<file path="config.mk">
export PLATFORM = sky130hd
export DESIGN_NAME = d_input_debouncer_flat
export DESIGN_NICKNAME = d
export VERILOG_FILES = /design/src/rtl/d_cond_pkg.sv /design/src/rtl/d_input_debouncer_if.sv /design/src/rtl/d_input_debouncer_sync.sv /design/src/rtl/d_input_debouncer.sv /design/src/flat_wrapper.sv
export SDC_FILE = /design/constraint.sdc
export NUM_CORES = 1
export LEC_CHECK = 0
export CAP_MARGIN = 20
export CORE_AREA = 5 5 42 44
export DETAILED_ROUTE_END_ITERATION = 16
export DIE_AREA = 0 0 47 49
export GPL_TIMING_DRIVEN = 1
export PLACE_DENSITY_LB_ADDON = 0.08
export SLEW_MARGIN = 40
export SYNTH_ARGS = -nofsm -noshare
export SYNTH_HDL_FRONTEND = slang
export SYNTH_SLANG_ARGS = --single-unit
</file>
<file path="constraint.sdc">
create_clock -name clk -period 1.8 [get_ports clk]
set_clock_uncertainty 0.15 [all_clocks]
set_input_delay 0.36 -clock clk [delete_from_list [all_inputs] [get_ports clk]]
set_output_delay 0.36 -clock clk [all_outputs]
set_load 0.01 [all_outputs]
</file>
<file path="src/rtl/d_cond_pkg.sv">
// Shared types and parameter checks for input-conditioning blocks.
// Sync chain plus debounce FSM encoding.
`ifndef D_COND_MACROS
`define D_COND_MACROS
`define D_COND_CHECK(lbl, cond, msg) \
  if (!(cond)) begin : lbl \
    $error(msg); \
  end
`endif

package d_cond_pkg;

  typedef enum logic {
    ST_IDLE  = 1'b0,
    ST_CHECK = 1'b1
  } dstate_t;

  localparam int SYNC_MIN     = 2;
  localparam int DEBOUNCE_MIN = 1;

endpackage

</file>
<file path="src/rtl/d_input_debouncer_if.sv">
// Level input and conditioned outputs of the debouncer.
// master drives the raw level, slave is the debouncer.
interface d_input_debouncer_if;
  logic din_async;
  logic d_out;
  logic rise_pulse;
  logic fall_pulse;
  logic busy;

  modport master (
    output din_async,
    input  d_out,
    input  rise_pulse,
    input  fall_pulse,
    input  busy
  );

  modport slave (
    input  din_async,
    output d_out,
    output rise_pulse,
    output fall_pulse,
    output busy
  );
endinterface

</file>
<file path="src/rtl/d_input_debouncer_sync.sv">
// N-flop synchroniser for one asynchronous level.
// Chain clears to 0 and stays there while reset is held.
module sync_chain
  import d_cond_pkg::*;
#(
  parameter int STAGES = 2
) (
  input  logic clk,
  input  logic rst,
  input  logic d,
  output logic q
);

  `D_COND_CHECK(g_bad_stages, STAGES >= SYNC_MIN,
                "sync_chain: STAGES must be >= 2")

  logic [STAGES-1:0] chain;

  // shift the raw level through the metastability chain
  always_ff @(posedge clk or negedge rst) begin
    if (!rst) begin
      chain <= '0;
    end else begin
      chain <= {chain[STAGES-2:0], d};
    end
  end

  assign q = chain[STAGES-1];

endmodule

</file>
<file path="src/rtl/d_input_debouncer.sv">
// Synchronise and debounce a level input into a clean D level.
// Emits one-cycle rise/fall pulses on each accepted change.
module d_input_debouncer
  import d_cond_pkg::*;
#(
  parameter int SYNC_STAGES     = 2,
  parameter int DEBOUNCE_CYCLES = 4
) (
  input  logic                 clk,
  input  logic                 rst,
  d_input_debouncer_if.slave   io
);

  `D_COND_CHECK(g_bad_sync, SYNC_STAGES >= SYNC_MIN,
                "d_input_debouncer: SYNC_STAGES must be >= 2")
  `D_COND_CHECK(g_bad_deb, DEBOUNCE_CYCLES >= DEBOUNCE_MIN,
                "d_input_debouncer: DEBOUNCE_CYCLES must be >= 1")

  localparam int CNT_W = $clog2(DEBOUNCE_CYCLES + 1);
  localparam logic [CNT_W-1:0] CNT_LAST =
    CNT_W'(DEBOUNCE_CYCLES - 1);
  localparam logic [CNT_W-1:0] CNT_ONE = CNT_W'(1);

  logic             s;
  logic             mismatch;
  dstate_t          state_q, state_d;
  logic [CNT_W-1:0] cnt_q, cnt_d;
  logic             dout_q, dout_d;
  logic             rise_q, rise_d;
  logic             fall_q, fall_d;

  sync_chain #(
    .STAGES (SYNC_STAGES)
  ) u_sync (
    .clk (clk),
    .rst (rst),
    .d   (io.din_async),
    .q   (s)
  );

  assign mismatch = s ^ dout_q;

  // state, counter and registered outputs
  always_ff @(posedge clk or negedge rst) begin
    if (!rst) begin
      state_q <= ST_IDLE;
      cnt_q   <= '0;
      dout_q  <= 1'b0;
      rise_q  <= 1'b0;
      fall_q  <= 1'b0;
    end else begin
      state_q <= state_d;
      cnt_q   <= cnt_d;
      dout_q  <= dout_d;
      rise_q  <= rise_d;
      fall_q  <= fall_d;
    end
  end

  // qualify a new level; accept only if it holds at the final edge
  always_comb begin
    state_d = state_q;
    cnt_d   = cnt_q;
    dout_d  = dout_q;
    rise_d  = 1'b0;
    fall_d  = 1'b0;
    unique case (state_q)
      ST_IDLE: begin
        if (mismatch) begin
          if (DEBOUNCE_CYCLES == 1) begin
            cnt_d  = '0;
            dout_d = s;
            rise_d = s;
            fall_d = ~s;
          end else begin
            cnt_d   = CNT_ONE;
            state_d = ST_CHECK;
          end
        end else begin
          cnt_d = '0;
        end
      end
      ST_CHECK: begin
        if (mismatch && cnt_q == CNT_LAST) begin
          cnt_d   = '0;
          state_d = ST_IDLE;
          dout_d  = s;
          rise_d  = s;
          fall_d  = ~s;
        end else if (mismatch) begin
          cnt_d = cnt_q + CNT_ONE;
        end else begin
          cnt_d   = '0;
          state_d = ST_IDLE;
        end
      end
      default: begin
        cnt_d   = '0;
        state_d = ST_IDLE;
      end
    endcase
  end

  assign io.d_out      = dout_q;
  assign io.rise_pulse = rise_q;
  assign io.fall_pulse = fall_q;
  assign io.busy       = (state_q == ST_CHECK);

endmodule

</file>
<file path="src/flat_wrapper.sv">
// flat-port wrapper written by rule: the top's interface ports become plain ports
module d_input_debouncer_flat import d_cond_pkg::*;
#(
  parameter int SYNC_STAGES     = 2,
  parameter int DEBOUNCE_CYCLES = 4
)
  (clk, rst, io_din_async, io_d_out, io_rise_pulse, io_fall_pulse, io_busy);
  d_input_debouncer_if io_i ();
  input  logic clk;
  input  logic rst;
  input wire logic [$bits(io_i.din_async)-1:0] io_din_async;
  output wire logic [$bits(io_i.d_out)-1:0] io_d_out;
  output wire logic [$bits(io_i.rise_pulse)-1:0] io_rise_pulse;
  output wire logic [$bits(io_i.fall_pulse)-1:0] io_fall_pulse;
  output wire logic [$bits(io_i.busy)-1:0] io_busy;
  assign io_i.din_async = io_din_async;
  assign io_d_out = io_i.d_out;
  assign io_rise_pulse = io_i.rise_pulse;
  assign io_fall_pulse = io_i.fall_pulse;
  assign io_busy = io_i.busy;
  d_input_debouncer #(.SYNC_STAGES(SYNC_STAGES), .DEBOUNCE_CYCLES(DEBOUNCE_CYCLES)) u_core (.clk(clk), .rst(rst), .io(io_i));
endmodule
</file>
* Word-level counts from Yosys, hierarchy flattened
Index checks and enable logic that the tools add are counted.
Widths: inputs -> output; s select.
** Storage, ports and cells
- Output and inout port bits :: 4
- Logic and storage cells :: 24
- Input bits :: 3
- Register bits after elaboration :: 9
** Operators by class
- Bitwise gates (word level) :: 3
- Muxes and demuxes :: 11
- Add/subtract/negate cells :: 1
- Equality and inequality tests :: 1
- Reduce and logical (&&, ||, !) cells :: 2
** Operators with widths (number)
- $mux 1 :: 7
- $mux 3 :: 2
- $pmux 3 s2 :: 1
- $add 3x1->3 const B :: 1
- $eq 3x2->1 const B :: 1
- $not 1->1 :: 2
- $pmux 1 s2 :: 1
- $reduce_and 2->1 :: 1
- $logic_and 1x1->1 :: 1
- $xor 1x1->1 :: 1

* Logic depth before layout (Yosys ltp)
Gate-level depths: netlist (run 1).
- Word-level depth :: 4
- Gate-level depth with buffers :: 4
- Depth with buffers taken out :: 4

* Cells and area by module
Synthesis (run 1) repeated with hierarchy kept, for this count alone.
** Unflattened totals
- Cell total of the unflattened synthesis :: 22
- Area, all modules :: 330.3 um^2
** Modules (own cells, without submodules)
- d_input_debouncer :: cells an instance 20, instances 1, area an instance 280.3 um^2, seq. area each 175.2 um^2
- sync_chain :: cells an instance 2, instances 1, area an instance 50.0 um^2, seq. area each 50.0 um^2

* Worst setup path after synthesis (run 1)
No wires, ideal clock.
- Path type :: register to register
- Start point :: reg u_core.cnt_q[0]
- End point :: reg u_core.dout_q (netlist: u_core.io.d_out)
- Data arrival time :: 1171 ps
- Cell stages (with the launch flop) :: 5
- Data required time :: 1525 ps
- Period minus slack after synthesis :: 1446 ps
- Library setup time :: 125 ps
- Slack :: 354 ps
- Buffers on the path :: 0
- Path through :: dfrtp_1 > ha_1 > ha_1 > nand2_2 > mux2_4
** Between the ends
- Cells in the longest elaborated chain, start to end :: 3
** Ends and longest elaborated chain
- start, declared :: RTL line d_input_debouncer.sv:27 : logic [CNT_W-1:0] cnt_q, cnt_d;
- start signal, assigned :: RTL line d_input_debouncer.sv:53 : cnt_q <= cnt_d;
- $eq 3x2->1 :: RTL line d_input_debouncer.sv:84 : if (mismatch && cnt_q == CNT_LAST) begin
- $logic_and 1x1->1 :: RTL line d_input_debouncer.sv:84
- $reduce_and 2->1 (no source line)
- end signal, assigned :: RTL line d_input_debouncer.sv:54 : dout_q <= dout_d;
- end, declared :: RTL line d_input_debouncer.sv:28 : logic dout_q, dout_d;
Every way passes these cells.
A chain may end at the register's enable or synchronous reset.

* Worst setup path after layout (run 1)
- Start point :: reg u_core.state_q (netlist: u_core.io.busy)
- End point :: out io_busy
** RTL lines
- start, declared :: RTL line d_input_debouncer.sv:26 : dstate_t state_q, state_d;
- start signal, assigned :: RTL line d_input_debouncer.sv:52 : state_q <= state_d;
- end, declared :: RTL line flat_wrapper.sv:15 : output wire logic [$bits(io_i.busy)-1:0] io_busy;
No word-level cell between the ends.

==> summary.txt, run 1 <==
Hold path
  – Hold path depth: 0
  – Hold path start: u_core.u_sync.chain[0]
  – Hold WC Path Type: reg -> reg
  – Sink of the worst hold path: u_core.u_sync.chain[1]

Worst setup path
  – Required time of the worst setup path: around 1.3 ns
  – Flop-to-flop setup slack: 0.28 ns
  – Worst path max stage delay: 0.55 ns
  – Worst Setup Start Kind: flop
  – Crit path kind: reg -> out
  – Worst R2R End: u_core.io.d_out
  – Reg2reg start: u_core.cnt_q[0]
  – Worst path top cell family by delay: buffers and inverters
  – Slowest-stage cell, CP: clkdlybuf4s50_1
  – Path depth of the worst reg2reg path: 4
  – Worst-path fanout max: 6
  – Crit path DAT: 1.21 ns
  – Buffers and inverters on the worst path: 1
  – Critical-path cell list: clkdlybuf4s50_1
  – CP Capture Type: output port

Logic synthesis
  – Top cells by area, synth: dfrtp_1 66%, ha_1 7.4%, mux2_4 4.4%
  – Post-Synth Adder-Cell Area: 7.38%
  – Total nets after synthesis: 28
  – Simple-gate share of the synthesized area: 14.4%
  – Synth cell types: 13
  – Post-synth top area share: 66.4%
  – Yosys top cell by area: dfrtp_1
  – Synth Area in XOR/XNOR: 2.58%
  – Post-Syn Area: between 300 and 400 um2
  – FF+latch count, synth: 9
  – Syn avg cell area: about 15 um2
  – Synth Warn #: 0
  – Largest family of logic cells by synthesized area: simple AND/OR/NAND/NOR gates
  – Cells after synthesis: 23
  – Register area share after synthesis: 66.4%
  – Compound-Gate Fraction of Synth Area: 3.69%
  – Mux cell area share after synthesis: 4.43%

Floorplan
  – Ports: 7
  – Die extent in y: 49 um
  – # rows: 14
  – Core area: 1400 um2
  – Starting Density: between 20% and 30%
  – Die width: 47 um
  – Die area: about 2300 um2

Pwr
  – Worst VDD drop: 0.469 mV
  – Sw frac: a little under a third
  – P per Cell Area: 1460 nW/um2
  – Clk pwr share: 23.2%
  – Design Power: 0.664 mW
  – NetSw: 0.200 mW
  – Sequential power share: about 45%
  – Gate power share: 32.2%
  – Pleak: just under 0.2 nW
  – Internal Power: 0.464 mW

STA
  – Fmax: ~580 MHz
  – Setup tns final: 0 ns
  – Worst-Margin Slew: ~0.40 ns
  – Slew Viols, Final: 0
  – Fin crit share: between 90 and 100%
  – RSZ-0062 raised after global routing: false
  – Setup violations, final: 0
  – Relative slew slack: about three quarters
  – Post-route minimum period: 1.72 ns
  – Fin. Hold Viols: 0

Detailed routing
  – # DRC: 0
  – Total number of vias: 203
  – Final wirelength: 544 um
  – DRT Pass-1 Iters: 1
  – Number of routed nets with antenna violations: 0
  – Wire per inst: 10.9 um
  – Post-DR vias/cell: about 4
  – First DRT Iteration DRCs: 0

Layout
  – Nets: 40
  – Sequential cell area: 226 um2
  – Layout area overhead: 33.9%
  – Layout cell share with drive strength beyond 1: 23.5%
  – Antenna cells: 0
  – Area of the multi-input gates: 110 um2
  – Final core occ: between 30 and 40%
  – Filler cells: 148

CTS
  – CTS Buf Count: 3
  – Max clock buf depth: 2
  – Latest clock arrival within the worst-skew pair: 0.25 ns
  – CTS root buffer: clkbuf_4
  – CTS tree: done
  – Sink Count: 9
  – CTS clk-pin slew, worst paths: 0.06 ns
  – H-tree depth: 1
  – Cts-stage hold buffer count: 0

Global routing
  – Vias in the first global route: roughly 220
  – Initial antenna violation count: 0
  – Largest net degree at the start of global routing: 10
  – Total GRT Usage: under 10%
  – First-pass GRT wire length: 890 um
  – Grt total ovfl: 0

Run status
  – Status: complete, no violations

Place
  – Dpl hpwl: around 370 um
  – # port buffers: 6
  – Gpl congestion: 0.684

Flow run
  – Max-cap violations: 0
## how the worst max path moves through the flow
stage	from	end	cells past startpoint
finish	u_core.io.busy	io_busy	1
global placement	u_core.io.busy	io_busy	1
detailed placement	u_core.cnt_q[0]	u_core.io.d_out	4
floorplan	u_core.cnt_q[0]	u_core.io.d_out	4
CTS	u_core.io.busy	io_busy	1
global route	u_core.io.busy	io_busy	1
## metal layers
layer / up-vias / track usage, % / routed length (um)
met1: 96 / 6.82 / 243
met5: - / 0 / 0
met3: 2 / 3.32 / 40
li1: 100 / - / -
met2: 5 / 7.47 / 256
met4: 0 / 4.15 / 4
## logic make-up after synthesis
group,after synthesis
flops,9
simple gates,7
compound gates,2
fa+ha+maj,2
xor+xnor,1
buf+inv,1
mux,1
## state kept, by name, indices dropped and copies added (netlist names)
signal / count
u_core.io.rise_pulse: 1
u_core.io.fall_pulse: 1
u_core.cnt_q: 3
u_core.io.busy: 1
u_core.io.d_out: 1
u_core.u_sync.chain: 2
## synthesized netlist by cell type (all sizes together)
cell type,number
dfrtp,9
ha,2
nand2,2
nor3b,2
a21oi,1
inv,1
mux2,1
nor2,1
nor3,1
nor4b,1
o21a,1
xnor2,1
## layout by cell type, fill, tap and decap left out
| cell | Yosys | final |
|---|---|---|
| mux2_4 | 1 | 1 |
| a21oi_1 | 1 | 1 |
| clkbuf_4 | 0 | 3 |
| nor2_1 | 1 | 1 |
| clkdlybuf4s50_1 | 0 | 6 |
| nand2_2 | 1 | 1 |
| nor3_1 | 1 | 1 |
| xnor2_1 | 1 | 1 |
| nor4b_2 | 1 | 1 |
| ha_1 | 2 | 2 |
| dfrtp_2 | 0 | 1 |
| inv_1 | 1 | 1 |
| nand2_1 | 1 | 1 |
| buf_4 | 0 | 1 |
| o21a_1 | 1 | 1 |
| dfrtp_1 | 9 | 8 |
| clkbuf_1 | 0 | 1 |
| nor3b_1 | 2 | 2 |
## through the flow
stage | instance area (um2) | hold WS (ns) | cells | setup WS, ns
finish | 454 | 0.207 | 50 | 0.0802
global route | 454 | 0.216 | 50 | 0.0347
CTS | 445 | 0.209 | 49 | 0.0146
detailed placement | 419 | 0.195 | 45 | 0.281
global placement | 419 | 0.187 | 45 | 0.297
floorplan | 339 | -0.0856 | 23 | 0.354
## power by group through the flow
stage	Clock, mW	Combinational (mW)	Sequential (mW)
floorplan	0	0.109	0.305
global placement	0	0.191	0.301
detailed placement	0	0.195	0.301
CTS	0.158	0.197	0.300
global route	0.170	0.240	0.307
finish	0.154	0.214	0.296
## what timing repair did
| item | CTS | global route |
|---|---|---|
| buffers inserted | 0 | 1 |
| gates resized for setup | 0 | 1 |
| setup endpoints to repair | 0 | 2 |
## layout make-up
class	count	share of cell area, %
Multi-Input combinational cell	13	24.2
Inverter	1	0.826
Tap cell	16	4.41
Clock buffer	4	5.79
Timing Repair Buffer	7	14.9
Sequential cell	9	49.9
Power figures use the tool's default switching activity.
==> inputs of run 2 (changes only) <==
--- a/config.mk
+++ b/config.mk
@@ -9,6 +9,7 @@
 export CORE_AREA = 5 5 42 44
 export DETAILED_ROUTE_END_ITERATION = 16
 export DIE_AREA = 0 0 47 49
+export DONT_BUFFER_PORTS = 1
 export GPL_TIMING_DRIVEN = 1
 export PLACE_DENSITY_LB_ADDON = 0.08
 export SLEW_MARGIN = 40
==> run 2 against run 1 <==
Against the previous run:
- highest routed layer is now met3
- largest power group unchanged
- combinational power decreased by 40%
- hold slack worse by 0.0082 ns
- critical path type is now reg -> reg
- via count shrank 13%
==> summary.txt, run 2 (synthesis gave the netlist of run 1 again) <==
CTS
  – CTS Buf Count: 3 (unchanged)
  – Sink Count: 9 (unchanged)
  – Cts-stage hold buffer count: 2 (was 0)
  – CTS root buffer: clkbuf_4 (unchanged)
  – CTS clk-pin slew, worst paths: 0.06 ns (about the same)
  – Setup bufs post-CTS: 0 (unchanged)
  – Post-cts repair resize count: 0 (unchanged)
  – Latest clock arrival within the worst-skew pair: 0.25 ns (about the same)
  – CTS tree: done (unchanged)
  – H-tree depth: 1 (unchanged)
  – Max clock buf depth: 2 (unchanged)

Worst setup path
  – Required time of the worst setup path: 1.78 ns (was 1.29 ns)
  – Crit path launch: u_core.cnt_q[0] (was u_core.io.busy)
  – CP Capture Type: flop (was output port)
  – Path depth of the worst reg2reg path: 4 (unchanged)
  – Flop-to-flop setup slack: 0.29 ns (was 0.28 ns)
  – Worst Setup Start Kind: flop (unchanged)
  – Worst-path fanout max: 5 (was 6)
  – Crit path kind: reg -> reg (was reg -> out)
  – Crit path DAT: 1.49 ns (was 1.21 ns)
  – End of the critical path: u_core.io.d_out (was io_busy)
  – Reg2reg start: u_core.cnt_q[0] (unchanged)
  – Worst R2R End: u_core.io.d_out (unchanged)

Global routing
  – Largest net degree at the start of global routing: 10 (unchanged)
  – Vias in the first global route: 190 (was 218)
  – Initial antenna violation count: 0 (unchanged)
  – Grt total ovfl: 0 (unchanged)
  – First-pass GRT wire length: 841 um (was 890 um)
  – Total GRT Usage: 5.46% (was 5.77%)

STA
  – Post-route minimum period: 1.51 ns (was 1.72 ns)
  – Worst-Margin Slew: 0.406 ns (was 0.399 ns)
  – Fin. Hold Viols: 0 (unchanged)
  – Setup tns final: 0 ns (unchanged)
  – Relative slew slack: 72.9% (was 73.2%)
  – Fmax: 663 MHz (was 581 MHz)
  – Slew Viols, Final: 0 (unchanged)
  – Hold slack: 0.199 ns (was 0.207 ns)
  – Setup violations, final: 0 (unchanged)
  – RSZ-0062 raised after global routing: false (unchanged)
  – Fin crit share: 83.8% (was 95.5%)

Detailed routing
  – Met1 wire length: 241 um (was 243 um)
  – Number of routed nets with antenna violations: 0 (unchanged)
  – Highest routing layer actually used: met3 (was met4)
  – Wire per inst: 11.2 um (was 10.9 um)
  – Total number of vias: 176 (was 203)
  – DR WL met3: 40 um (unchanged)
  – Met2 WL: 224 um (was 256 um)
  – First DRT Iteration DRCs: 0 (unchanged)
  – DRT Pass-1 Iters: 1 (unchanged)
  – # DRC: 0 (unchanged)
  – Final wirelength: 506 um (was 544 um)
  – Post-DR vias/cell: 3.91 (was 4.06)

Flow run
  – Max-cap violations: 0 (unchanged)

Place
  – # port buffers: 0 (was 6)
  – Dpl hpwl: 375 um (was 370 um)
  – Placed instance area: 359 um2 (was 419 um2)
  – Gpl congestion: 0.586 (was 0.684)

Pwr
  – Sw frac: 30.7% (was 30.1%)
  – Internal Power: 0.408 mW (was 0.464 mW)
  – Sequential power share: 53.2% (was 44.6%)
  – Design Power: 0.588 mW (was 0.664 mW)
  – Gate power share: 22.0% (was 32.2%)
  – P per Cell Area: 1450 nW/um2 (was 1460 nW/um2)
  – Clk pwr share: 24.8% (was 23.2%)
  – Worst VDD drop: 0.424 mV (was 0.469 mV)
  – Pleak: 0.180 nW (was 0.198 nW)
  – NetSw: 0.180 mW (was 0.200 mW)

Layout
  – Biggest regs: u_core.cnt_q x3, u_core.u_sync.chain x2 (unchanged)
  – Antenna cells: 0 (unchanged)
  – Commonest non-fill, non-tap cells in the layout: 9 x dfrtp_1, 3 x clkbuf_4, 2 x nor3b_1, 2 x ha_1, 2 x dlygate4sd3_1 (was 8 x dfrtp_1, 6 x clkdlybuf4s50_1, 3 x clkbuf_4)
  – Commonest non-fill, non-tap cell in the layout: dfrtp_1 (unchanged)
  – Nets: 35 (was 40)
  – Max FFs per register: 3 (unchanged)
  – Final core occ: 28.9% (was 32.4%)
  – Filler cells: 156 (was 148)
  – Layout area overhead: 19.6% (was 33.9%)
  – Layout cell share with drive strength beyond 1: 20.7% (was 23.5%)
  – Design Area, Final: 405 um2 (was 454 um2)
  – Largest register by flop count: u_core.cnt_q (unchanged)

Floorplan
  – Ports: 7 (unchanged)
  – # rows: 14 (unchanged)
  – Die area: 2300 um2 (unchanged)
  – Die extent in y: 49 um (unchanged)
  – Starting Density: 24.2% (unchanged)
  – Core area: 1400 um2 (unchanged)
  – Die width: 47 um (unchanged)

Run status
  – Status: complete, no violations (unchanged)

Hold path
  – Hold WC Path Type: reg -> reg (unchanged)
==> run 2: cell count changes in the layout (fill, tap and decap cells not counted), sizes merged <==
| cell | before | now |
|---|---|---|
| dlygate4sd3 | 0 | 2 |
| clkdlybuf4s50 | 6 | 0 |
| buf | 1 | 0 |
==> run 2: worst min path at each step <==
stage                     depth (start not counted)                      to                   start
after floorplan                                   0         u_core.cnt_q[0]                     rst
after global placement                            0         u_core.cnt_q[2]                     rst
after detailed placement                          0         u_core.cnt_q[2]                     rst
after CTS                                         0  u_core.u_sync.chain[1]  u_core.u_sync.chain[0]
after global routing                              0  u_core.u_sync.chain[1]  u_core.u_sync.chain[0]
final                                             0  u_core.u_sync.chain[1]  u_core.u_sync.chain[0]
==> run 2: cell type report <==
| cell class | count | area [um2] | area share [%] |
|---|---|---|---|
| multi-input cells | 13 | 110 | 27.2 |
| clock buffers | 4 | 26.3 | 6.48 |
| inverters | 1 | 3.75 | 0.926 |
| well taps | 16 | 20.0 | 4.94 |
| repair buffers | 2 | 20.0 | 4.94 |
| flip-flops and latches | 9 | 225 | 55.6 |
==> run 2: worst max-delay path: stages, from the launching register on <==
cell and delay [ns]:
dfrtp_1 0.38, ha_1 0.20, ha_1 0.25, nand2_2 0.12, mux2_4 0.30
==> run 2: power groups by stage <==
stage / combinational, mW / clock, mW / sequential (mW)
2_1_floorplan: 0.109 / 0 / 0.305
3_3_place_gp: 0.122 / 0 / 0.317
3_5_place_dp: 0.124 / 0 / 0.318
4_1_cts: 0.132 / 0.157 / 0.315
5_1_grt: 0.142 / 0.171 / 0.320
6_report: 0.129 / 0.146 / 0.313
==> run 2: stage by stage <==
step           cells  worst slack (ns)
2_1_floorplan     23             0.354
3_3_place_gp      39             0.306
3_5_place_dp      39             0.289
4_1_cts           45             0.282
5_1_grt           45             0.243
6_report          45             0.292
==> run 2: routing by layer <==
metal,vias up,global-route usage (%)
met2,7,7.24
met3,0,5.54
met5,-,0
li1,90,-
met4,0,1.38
met1,79,6.05
==> inputs of run 3 (changes only) <==
==> constraint.sdc (replaced) <==
create_clock -name clk -period 1.52 [get_ports clk]
set_clock_uncertainty 0.15 [all_clocks]
set_input_delay 0.304 -clock clk [delete_from_list [all_inputs] [get_ports clk]]
set_output_delay 0.304 -clock clk [all_outputs]
set_load 0.01 [all_outputs]
==> run 3 against run 2 <==
Against the previous run:
- total power increased by 26%
- cell count increased by 4.4%
- combinational power up 62%
- via count is 11% higher
- critical path depth is the same
- clock-buffer cell count unchanged
- non-clock buffer count is 2 higher
- routed wire length grew 5.7%
- fmax increased by 4.4%
- critical endpoint unchanged
==> summary.txt, run 3 (synthesis gave the netlist of run 1 again) <==
Floorplan
  – # rows: 14 (unchanged)
  – Core area: 1400 um2 (unchanged)
  – Starting Density: 24.2% (unchanged)
  – Die area: 2300 um2 (unchanged)
  – Ports: 7 (unchanged)
  – Die width: 47 um (unchanged)
  – Die extent in y: 49 um (unchanged)

Place
  – # port buffers: 0 (unchanged)
  – Placed Cells: 41 (was 39)
  – Dpl hpwl: 394 um (was 375 um)
  – Place WS: 0.0810 ns (was 0.289 ns)
  – Gpl congestion: 0.650 (was 0.586)
  – Placed instance area: 374 um2 (was 359 um2)

Layout
  – Nets: 37 (was 35)
  – Largest register by flop count: u_core.cnt_q (unchanged)
  – Antenna cells: 0 (unchanged)
  – Layout cell share with drive strength beyond 1: 25.8% (was 20.7%)
  – Commonest non-fill, non-tap cells in the layout: 9 x dfrtp_1, 3 x clkbuf_4 (was 9 x dfrtp_1, 3 x clkbuf_4, 2 x nor3b_1, 2 x ha_1, 2 x dlygate4sd3_1)
  – Non-filler cells, final: 47 (was 45)
  – Final core occ: 30.0% (was 28.9%)
  – Layout area overhead: 24.0% (was 19.6%)
  – Biggest regs: u_core.cnt_q x3, u_core.u_sync.chain x2 (unchanged)
  – Commonest non-fill, non-tap cell in the layout: dfrtp_1 (unchanged)
  – Max FFs per register: 3 (unchanged)
  – Design Area, Final: 420 um2 (was 405 um2)

CTS
  – Cts-stage hold buffer count: 2 (unchanged)
  – CTS tree: done (unchanged)
  – Post-cts repair resize count: 0 (unchanged)
  – Max clock buf depth: 2 (unchanged)
  – H-tree depth: 1 (unchanged)
  – CTS clk-pin slew, worst paths: 0.06 ns (about the same)
  – Setup bufs post-CTS: 0 (unchanged)
  – CTS Buf Count: 3 (unchanged)
  – Latest clock arrival within the worst-skew pair: 0.26 ns (was 0.25 ns)
  – Sink Count: 9 (unchanged)
  – CTS root buffer: clkbuf_4 (unchanged)

Global routing
  – Grt total ovfl: 0 (unchanged)
  – Total GRT Usage: 6.10% (was 5.46%)
  – First-pass GRT wire length: 903 um (was 841 um)
  – Largest net degree at the start of global routing: 10 (unchanged)
  – Initial antenna violation count: 0 (unchanged)
  – Vias in the first global route: 221 (was 190)

Pwr
  – NetSw: 0.233 mW (was 0.180 mW)
  – P per Cell Area: 1760 nW/um2 (was 1450 nW/um2)
  – Design Power: 0.742 mW (was 0.588 mW)
  – Sequential power share: 47.1% (was 53.2%)
  – Sw frac: 31.5% (was 30.7%)
  – Gate power share: 28.2% (was 22.0%)
  – Internal Power: 0.508 mW (was 0.408 mW)
  – Pleak: 0.190 nW (was 0.180 nW)
  – Worst VDD drop: 0.583 mV (was 0.424 mV)
  – Clk pwr share: 24.7% (was 24.8%)

STA
  – Slew Viols, Final: 0 (unchanged)
  – RSZ-0062 raised after global routing: false (unchanged)
  – Fin. Hold Viols: 0 (unchanged)
  – Setup tns final: 0 ns (unchanged)
  – Worst-Margin Slew: 0.402 ns (was 0.406 ns)
  – Worst Setup Slack, final: 0.0756 ns (was 0.292 ns)
  – Fmax: 692 MHz (was 663 MHz)
  – Setup violations, final: 0 (unchanged)
  – Relative slew slack: 73.1% (was 72.9%)
  – Hold slack: 0.201 ns (was 0.199 ns)
  – Post-route minimum period: 1.44 ns (was 1.51 ns)
  – Fin crit share: 95.0% (was 83.8%)

Worst setup path
  – Crit path DAT: 1.44 ns (was 1.49 ns)
  – CP Capture Type: flop (unchanged)
  – Crit path kind: reg -> reg (unchanged)
  – Worst Setup Start Kind: flop (unchanged)
  – Required time of the worst setup path: 1.51 ns (was 1.78 ns)
  – Worst-path fanout max: 3 (was 5)

Detailed routing
  – Post-DR vias/cell: 4.17 (was 3.91)
  – Final wirelength: 535 um (was 506 um)
  – # DRC: 0 (unchanged)
  – DRT Pass-1 Iters: 2 (was 1)
  – Number of routed nets with antenna violations: 0 (unchanged)
  – First DRT Iteration DRCs: 3 (was 0)
  – Wire per inst: 11.4 um (was 11.2 um)
  – Total number of vias: 196 (was 176)

Run status
  – Status: complete, no violations (unchanged)

Flow run
  – Max-cap violations: 0 (unchanged)

Hold path
  – Hold WC Path Type: reg -> reg (unchanged)
==> run 3: cell types whose count changed in the layout (fill, tap and decap cells not counted) <==
cell	before	now
buf_4	0	2
==> run 3: worst paths after layout <==
path                                          end              startpoint  slack (ns)  cells past startpoint
max                               u_core.io.d_out         u_core.cnt_q[0]        0.08                      4
min                        u_core.u_sync.chain[1]  u_core.u_sync.chain[0]        0.20                      0
max reg2reg                       u_core.io.d_out         u_core.cnt_q[0]        0.08                      4
min reg2reg                u_core.u_sync.chain[1]  u_core.u_sync.chain[0]        0.20                      0
max in group asynchronous          u_core.io.busy                     rst        0.68                      1
min in group asynchronous    u_core.io.fall_pulse                     rst        0.26                      1
==> run 3: power by group through the flow <==
stage | Sequential (mW) | Clock, mW | Combinational (mW)
finish | 0.349 | 0.183 | 0.209
global route | 0.358 | 0.206 | 0.229
global placement | 0.352 | 0 | 0.192
detailed placement | 0.356 | 0 | 0.203
CTS | 0.351 | 0.192 | 0.213
floorplan | 0.361 | 0 | 0.129
==> run 3: worst max-delay path: stages (launching register included) <==
cell	delay [ns]
dfrtp_1	0.38
ha_1	0.20
ha_1	0.20
nand2_2	0.10
mux2_4	0.30
==> run 3: final cells by class <==
type | count | area (um2)
clock buffers | 4 | 26.3
fillers | 152 | 981
inverters | 1 | 3.75
multi-input cells | 13 | 110
flip-flops and latches | 9 | 225
well taps | 16 | 20.0
repair buffers | 4 | 35.0
==> run 3: per-layer routing <==
metal | share of wire (%) | global-route usage [%] | wire [um]
met5 | 0 | 0 | 0
met4 | 0 | 6.91 | 0
met3 | 6.2 | 3.32 | 33
met2 | 48 | 7.69 | 255
met1 | 46 | 6.31 | 246
